## config.mk

```make
export PLATFORM = sky130hd
export DESIGN_NAME = clk_period_meter_flat
export DESIGN_NICKNAME = d
export VERILOG_FILES = /design/src/rtl/clk_meter_pkg.sv /design/src/rtl/clk_period_meter_if.sv /design/src/rtl/sync_edge_det.sv /design/src/rtl/clk_period_meter.sv /design/src/flat_wrapper.sv
export SDC_FILE = /design/constraint.sdc
export NUM_CORES = 1
export LEC_CHECK = 0
export ABC_CLOCK_PERIOD_IN_PS = 3200
export CAP_MARGIN = 20
export CORE_UTILIZATION = 40
export CTS_BUF_LIST = sky130_fd_sc_hd__clkbuf_8
export DETAILED_ROUTE_END_ITERATION = 10
export GPL_TIMING_DRIVEN = 0
export PLACE_DENSITY_LB_ADDON = 0.05
export SLEW_MARGIN = 20
export SYNTH_ARGS = -nofsm -noshare
export SYNTH_HDL_FRONTEND = slang
export SYNTH_SLANG_ARGS = --single-unit
```

## constraint.sdc

```tcl
create_clock -name clk_100M -period 3.2 [get_ports clk_100M]
set_clock_uncertainty 0.05 [all_clocks]
set_input_delay 0.64 -clock clk_100M [delete_from_list [all_inputs] [get_ports clk_100M]]
set_output_delay 0.64 -clock clk_100M [all_outputs]
set_load 0.005 [all_outputs]
```

## src/rtl/clk_meter_pkg.sv

```systemverilog
// +----------------------------------------------------------------------------+
// | clk_meter_pkg : shared states and default constants for clk_period_meter     |
// | Revision 1.0                                                                |
// +----------------------------------------------------------------------------+
`default_nettype none

package clk_meter_pkg;

  typedef enum logic [1:0] {
    ST_IDLE = 2'd0,
    ST_ARM  = 2'd1,
    ST_MEAS = 2'd2,
    ST_DONE = 2'd3
  } meter_state_e;

  localparam int          DEF_CNT_W       = 32;
  localparam int unsigned DEF_TIMEOUT     = 200_000_000;
  localparam int          DEF_SYNC_STAGES = 2;

endpackage

`default_nettype wire

```

## src/rtl/clk_period_meter_if.sv

```systemverilog
// +----------------------------------------------------------------------------+
// | clk_period_meter_if : request / result bus of the period meter              |
// | Revision 1.0                                                                |
// +----------------------------------------------------------------------------+
`default_nettype none

interface clk_period_meter_if
  import clk_meter_pkg::*;
#(
  parameter int CNT_W = DEF_CNT_W
) ();

  logic             start;
  logic             busy;
  logic [CNT_W-1:0] period;
  logic [CNT_W-1:0] high_time;
  logic             valid;
  logic             timeout;

  modport master (
    output start,
    input  busy, period, high_time, valid, timeout
  );

  modport slave (
    input  start,
    output busy, period, high_time, valid, timeout
  );

endinterface

`default_nettype wire

```

## src/rtl/sync_edge_det.sv

```systemverilog
// +----------------------------------------------------------------------------+
// | sync_edge_det : multi-flop synchronizer with rise / fall strobes            |
// | Revision 1.0                                                                |
// +----------------------------------------------------------------------------+
`default_nettype none

module sync_edge_det
  import clk_meter_pkg::*;
#(
  parameter int STAGES = DEF_SYNC_STAGES
) (
  input  wire logic clk_100M,
  input  wire logic rst_n,
  input  wire logic d,
  output logic      level,
  output logic      rise,
  output logic      fall
);

  logic [STAGES-1:0] sync_q;
  logic [STAGES-1:0] sync_d;
  logic              prev_q;
  logic              prev_d;

  always_comb begin
    sync_d = {sync_q[STAGES-2:0], d};
    prev_d = sync_q[STAGES-1];
  end

  always_ff @(posedge clk_100M or negedge rst_n) begin
    if (!rst_n) begin
      sync_q <= '0;
      prev_q <= 1'b0;
    end else begin
      sync_q <= sync_d;
      prev_q <= prev_d;
    end
  end

  // Strobes come from the last synchronizer stage and the edge-detect flop,
  // so both edges carry the same latency.
  assign level = sync_q[STAGES-1];
  assign rise  = sync_q[STAGES-1] & ~prev_q;
  assign fall  = ~sync_q[STAGES-1] & prev_q;

endmodule

`default_nettype wire

```

## src/rtl/clk_period_meter.sv

```systemverilog
// +----------------------------------------------------------------------------+
// | clk_period_meter : measures period and high time of a slow async signal     |
// | Revision 1.0                                                                |
// +----------------------------------------------------------------------------+
`default_nettype none

module clk_period_meter
  import clk_meter_pkg::*;
#(
  parameter int          CNT_W       = DEF_CNT_W,
  parameter int unsigned TIMEOUT     = DEF_TIMEOUT,
  parameter int          SYNC_STAGES = DEF_SYNC_STAGES
) (
  input  wire logic          clk_100M,
  input  wire logic          rst_n,
  input  wire logic          sig_in,
  clk_period_meter_if.slave  bus
);

  localparam logic [CNT_W-1:0] TIMEOUT_CNT = CNT_W'(TIMEOUT);

  function automatic logic [CNT_W-1:0] sat_inc(input logic [CNT_W-1:0] v);
    return (&v) ? v : v + 1'b1;
  endfunction

  logic sig_level;
  logic sig_rise;
  logic sig_fall;

  sync_edge_det #(
    .STAGES (SYNC_STAGES)
  ) u_sync (
    .clk_100M (clk_100M),
    .rst_n    (rst_n),
    .d        (sig_in),
    .level    (sig_level),
    .rise     (sig_rise),
    .fall     (sig_fall)
  );

  meter_state_e     state_q,     state_d;
  logic [CNT_W-1:0] cnt_q,       cnt_d;
  logic [CNT_W-1:0] hcnt_q,      hcnt_d;
  logic [CNT_W-1:0] wcnt_q,      wcnt_d;
  logic [CNT_W-1:0] period_q,    period_d;
  logic [CNT_W-1:0] high_time_q, high_time_d;
  logic             busy_q,      busy_d;
  logic             valid_q,     valid_d;
  logic             timeout_q,   timeout_d;

  logic [CNT_W-1:0] wcnt_inc;
  logic             wait_expired;

  always_comb begin
    wcnt_inc     = sat_inc(wcnt_q);
    wait_expired = (wcnt_inc >= TIMEOUT_CNT);
  end

  always_comb begin
    state_d     = state_q;
    cnt_d       = cnt_q;
    hcnt_d      = hcnt_q;
    wcnt_d      = wcnt_q;
    period_d    = period_q;
    high_time_d = high_time_q;
    timeout_d   = timeout_q;

    case (state_q)
      ST_IDLE: begin
        if (bus.start) begin
          state_d   = ST_ARM;
          timeout_d = 1'b0;
          wcnt_d    = '0;
        end
      end

      ST_ARM: begin
        if (sig_rise) begin
          state_d = ST_MEAS;
          cnt_d   = CNT_W'(1);
          hcnt_d  = CNT_W'(1);
          wcnt_d  = '0;
        end else if (wait_expired) begin
          state_d   = ST_IDLE;
          timeout_d = 1'b1;
        end else begin
          wcnt_d = wcnt_inc;
        end
      end

      ST_MEAS: begin
        // A rise always closes the measurement, even on the expiry cycle.
        if (sig_rise) begin
          state_d     = ST_DONE;
          period_d    = cnt_q;
          high_time_d = hcnt_q;
        end else if (sig_fall) begin
          cnt_d  = sat_inc(cnt_q);
          wcnt_d = '0;
        end else if (wait_expired) begin
          state_d   = ST_IDLE;
          timeout_d = 1'b1;
        end else begin
          cnt_d  = sat_inc(cnt_q);
          hcnt_d = sig_level ? sat_inc(hcnt_q) : hcnt_q;
          wcnt_d = wcnt_inc;
        end
      end

      ST_DONE: begin
        state_d = ST_IDLE;
      end

      default: begin
        state_d = ST_IDLE;
      end
    endcase

    busy_d  = (state_d != ST_IDLE);
    valid_d = (state_d == ST_DONE);
  end

  always_ff @(posedge clk_100M or negedge rst_n) begin
    if (!rst_n) begin
      state_q     <= ST_IDLE;
      cnt_q       <= '0;
      hcnt_q      <= '0;
      wcnt_q      <= '0;
      period_q    <= '0;
      high_time_q <= '0;
      busy_q      <= 1'b0;
      valid_q     <= 1'b0;
      timeout_q   <= 1'b0;
    end else begin
      state_q     <= state_d;
      cnt_q       <= cnt_d;
      hcnt_q      <= hcnt_d;
      wcnt_q      <= wcnt_d;
      period_q    <= period_d;
      high_time_q <= high_time_d;
      busy_q      <= busy_d;
      valid_q     <= valid_d;
      timeout_q   <= timeout_d;
    end
  end

  assign bus.busy      = busy_q;
  assign bus.valid     = valid_q;
  assign bus.timeout   = timeout_q;
  assign bus.period    = period_q;
  assign bus.high_time = high_time_q;

endmodule

`default_nettype wire

```

## src/flat_wrapper.sv

```systemverilog
// flat-port wrapper written by rule: the top's interface ports become plain ports
module clk_period_meter_flat import clk_meter_pkg::*;
#(
  parameter int          CNT_W       = DEF_CNT_W,
  parameter int unsigned TIMEOUT     = DEF_TIMEOUT,
  parameter int          SYNC_STAGES = DEF_SYNC_STAGES
)
  (clk_100M, rst_n, sig_in, bus_start, bus_busy, bus_period, bus_high_time, bus_valid, bus_timeout);
  clk_period_meter_if #(.CNT_W(CNT_W)) bus_i ();
  input  wire logic clk_100M;
  input  wire logic rst_n;
  input  wire logic sig_in;
  input wire logic [$bits(bus_i.start)-1:0] bus_start;
  output wire logic [$bits(bus_i.busy)-1:0] bus_busy;
  output wire logic [$bits(bus_i.period)-1:0] bus_period;
  output wire logic [$bits(bus_i.high_time)-1:0] bus_high_time;
  output wire logic [$bits(bus_i.valid)-1:0] bus_valid;
  output wire logic [$bits(bus_i.timeout)-1:0] bus_timeout;
  assign bus_i.start = bus_start;
  assign bus_busy = bus_i.busy;
  assign bus_period = bus_i.period;
  assign bus_high_time = bus_i.high_time;
  assign bus_valid = bus_i.valid;
  assign bus_timeout = bus_i.timeout;
  clk_period_meter #(.CNT_W(CNT_W), .TIMEOUT(TIMEOUT), .SYNC_STAGES(SYNC_STAGES)) u_core (.clk_100M(clk_100M), .rst_n(rst_n), .sig_in(sig_in), .bus(bus_i));
endmodule
```

==> impl_metrics.json <==
{
  "port-buffer-count": 70,
  "yosysMostFrequentCell": "nand2_1",
  "die_y_um": 148,
  "gp_congestion": 0.865,
  "fin_crit_sh_pct": 104,
  "power_w": 0.00554,
  "ys.flop_type": "dfrtp_1",
  "detail_route.wl_per_cell_um": 16.9,
  "status": "complete, but fails checks",
  "max_freq_ghz": 0.299,
  "ff2ff_path_depth": 13,
  "die-area_sq_um": 21900,
  "synth_commonest_cells": "nand2_1 (242), dfrtp_1 (168), nor2_1 (61), o21ai_0 (60), a21oi_1 (47)",
  "p_per_area_nw_per_um2": 484,
  "root_buffer": "clkbuf_8",
  "firstDrtPassIters": 5,
  "worstMarginPinSlew_ns": 0.984,
  "r2r-end": "u_core.hcnt_q[21]",
  "synth_compound_area_share_pct": 14.1,
  "synthesis.area_sq_um": 8530,
  "grt_pass1_vias": 7482,
  "drtIter0Drc": 523,
  "synthAdderAreaFrac_pct": 1.17,
  "violations": "setup timing",
  "grt_max_degree": 89,
  "die_w_um": 148,
  "syn_area_per_cell_sq_um": 8.81,
  "synth_edf_count": 0,
  "r2r_start": "u_core.wcnt_q[12]",
  "hp-class": "in -> async",
  "irDropWorstVdd_v": 0.000330,
  "leakagePower_nw": 5.12,
  "cts_buffers": 17,
  "relSlewSlack_pct": 34.2,
  "routed_wl_um": 24000,
  "drive_above_1_share_pct": 22.0,
  "async_flop_share_pct": 100,
  "startpoint_type": "register",
  "ant_nets": 0,
  "crit_chain": "buf_6 -> nand2_4 -> or4_4 -> or3_4 -> a31o_4 -> nand4_1 -> o31ai_4 -> buf_4 -> buf_6 -> a211oi_4 -> nand3_2 -> or3_1 -> a21oi_1",
  "cts_sinks": 168,
  "r2r_slack_ns": -0.14,
  "slew_violations": 0,
  "rsz0062_at_grt": "true",
  "rows": 53,
  "path_clk_slew_ns": 0.10,
  "synthSimpleGateAreaFrac_pct": 28.4,
  "synthDistinctLibCells": 67,
  "cts_tree": "yes",
  "grt_util_all_layers_pct": 22.3,
  "finalSetupViolCount": 73,
  "tns_ns": -4.34,
  "synth_top_family_by_area": "simple AND/OR/NAND/NOR gates",
  "synth_area_leaders": "dfrtp_1 (49%), nand2_1 (11%), o21ai_0 (3.5%)",
  "utilization_pct": 54.6,
  "layout-area-overhead-vs-synth_pct": 34.2,
  "synth_nets": 980,
  "worst_slack_ns": -0.142,
  "holdBufCountCts": 0,
  "boundaryPins": 71,
  "antenna_found_initial": 0,
  "required_ns": 3.53,
  "nFillCells": 1924,
  "path_max_fanout": 5,
  "clk_latency_ns": 0.45,
  "critPathMaxStageDelay_ns": 0.55,
  "maxCapViolations": 0,
  "drc": 0,
  "hold_viol": 0,
  "synth_top_area_share_pct": 49.3,
  "ys_ff_latch": 168,
  "yosys_warnings": 0,
  "synth_mux_area_share_pct": 0.367,
  "critPathArrivalTime_ns": 3.67,
  "finalNetCount": 1147,
  "slowest_stage": "or4_4",
  "worstSetupPathType": "reg -> reg",
  "synth_top_cell_by_area": "dfrtp_1",
  "synth_xor_area_share_pct": 3.39,
  "vias": 7782,
  "cts-htree-levels": 4,
  "min_period_ns": 3.34,
  "core_sq_um": 21000,
  "grt_pass1_wl_um": 38900,
  "syn_inst": 968,
  "cts_max_path_buffers": 2,
  "grt_remaining_overflow": 0,
  "ys_seq_area_share_pct": 49.3,
  "dp_hpwl_um": 15000,
  "viasPerCell": 5.47,
  "initial_core_util_pct": 40.7,
  "timing.critical_path.mode_cell": "buf_6",
  "hold_ws_ns": 0.112,
  "crit_path_end_kind": "register",
  "num_antenna_cells": 0
}
repair_timing:
action	CTS	global route
buffers inserted	60	13
cloned	6	3
pin swaps	39	29
resized for setup	114	99
endpoints found under the setup margin	101	100
state kept, by name, summed over array words and instances, names as in the netlist, 2 cells and up:
| register | cells |
|---|---|
| u_core.bus.high_time | 32 |
| u_core.bus.period | 32 |
| u_core.cnt_q | 32 |
| u_core.hcnt_q | 32 |
| u_core.state_q | 2 |
| u_core.u_sync.sync_q | 2 |
| u_core.wcnt_q | 32 |
worst max path at each step:
stage / start / end / slack [ns] / depth (start not counted)
floorplan: u_core.wcnt_q[0] / u_core.bus.busy / 0.01 / 12
global placement: rst_n / u_core.wcnt_q[31] / -5.84 / 1
detailed placement: u_core.wcnt_q[0] / u_core.wcnt_q[20] / -1.04 / 11
CTS: u_core.wcnt_q[12] / u_core.hcnt_q[23] / -0.07 / 13
global route: u_core.wcnt_q[12] / u_core.hcnt_q[10] / -0.26 / 14
finish: u_core.wcnt_q[12] / u_core.hcnt_q[21] / -0.14 / 13
report_power, final:
group,switching [W],internal [W],leakage [nW],total (W)
clock,0.000857,0.000796,0.222,0.00165
sequential,0.0000762,0.00219,2.30,0.00227
combinational,0.00109,0.000531,2.59,0.00162
total,0.00202,0.00352,5.12,0.00554
stage by stage:
stage / setup slack (ns) / instances / area (sq um)
4_1_cts: -0.0732 / 1409 / 11000
3_3_place_gp: -5.84 / 1313 / 9580
2_1_floorplan: 0.0116 / 968 / 8530
3_5_place_dp: -1.04 / 1314 / 9610
5_1_grt: -0.258 / 1423 / 11400
6_report: -0.142 / 1423 / 11400
area by class of cell:
cell class                      instances  area, sq um  area share [%]
Multi-Input combinational cell        734         4610            40.3
Sequential cell                       168         4220            36.9
Timing Repair Buffer                  153         1490            13.0
Tap cell                              275          344            3.01
Buffer                                 46          299            2.61
Clock buffer                           17          234            2.05
Clock inverter                         15          190            1.66
Inverter                               15         56.3           0.492
placed cells by master, fill, tap and decap left out, types with 4 or more instances in the layout:
cell             instances
nor4_4                   8
nor2b_1                  8
nor2_1                  57
nand4_1                 41
clkdlybuf4s50_1         69
nor3_1                   6
xor2_1                  27
or3_4                    8
nand2b_1                 4
dfrtp_2                 13
nand3_1                 23
nand2_2                  5
and2_1                   7
or4_4                    6
dfrtp_1                155
clkbuf_1                23
inv_6                    4
o22a_1                   4
and3_1                  20
buf_6                   25
or3_1                   23
o211ai_1                 5
xnor2_2                  4
o21ai_0                 36
buf_4                   67
nand2_1                238
a31oi_1                  7
inv_1                   14
o31ai_1                 13
nand3_4                  4
o21ai_1                 35
and4_1                   5
ha_1                     7
nand3_2                  9
a21oi_1                 35
clkbuf_8                18
a21oi_2                 12
per-layer routing:
| metal | vias up | wire length, um | global-route usage [%] |
|---|---|---|---|
| li1 | 3767 | - | - |
| met5 | - | 0 | 0 |
| met2 | 203 | 11400 | 35.2 |
| met3 | 40 | 1020 | 3.58 |
| met1 | 3772 | 11200 | 31.4 |
| met4 | 0 | 481 | 7.06 |
logic make-up after synthesis:
family	after synthesis
AOI/OAI and AO/OA	190
xor gates and xnor gates	33
adders and majority gates	8
buffers and inverters	66
DFF	168
muxes	3
and+or+nand+nor	500
worst max-delay path: cells and delay by family (launching register included):
family | cells | cell delay [ns]
and+or+nand+nor | 6 | 1.64
DFF | 1 | 0.35
AOI/OAI and AO/OA | 4 | 0.84
buffers and inverters | 3 | 0.37
No activity file was read; power rests on OpenSTA's default activity.
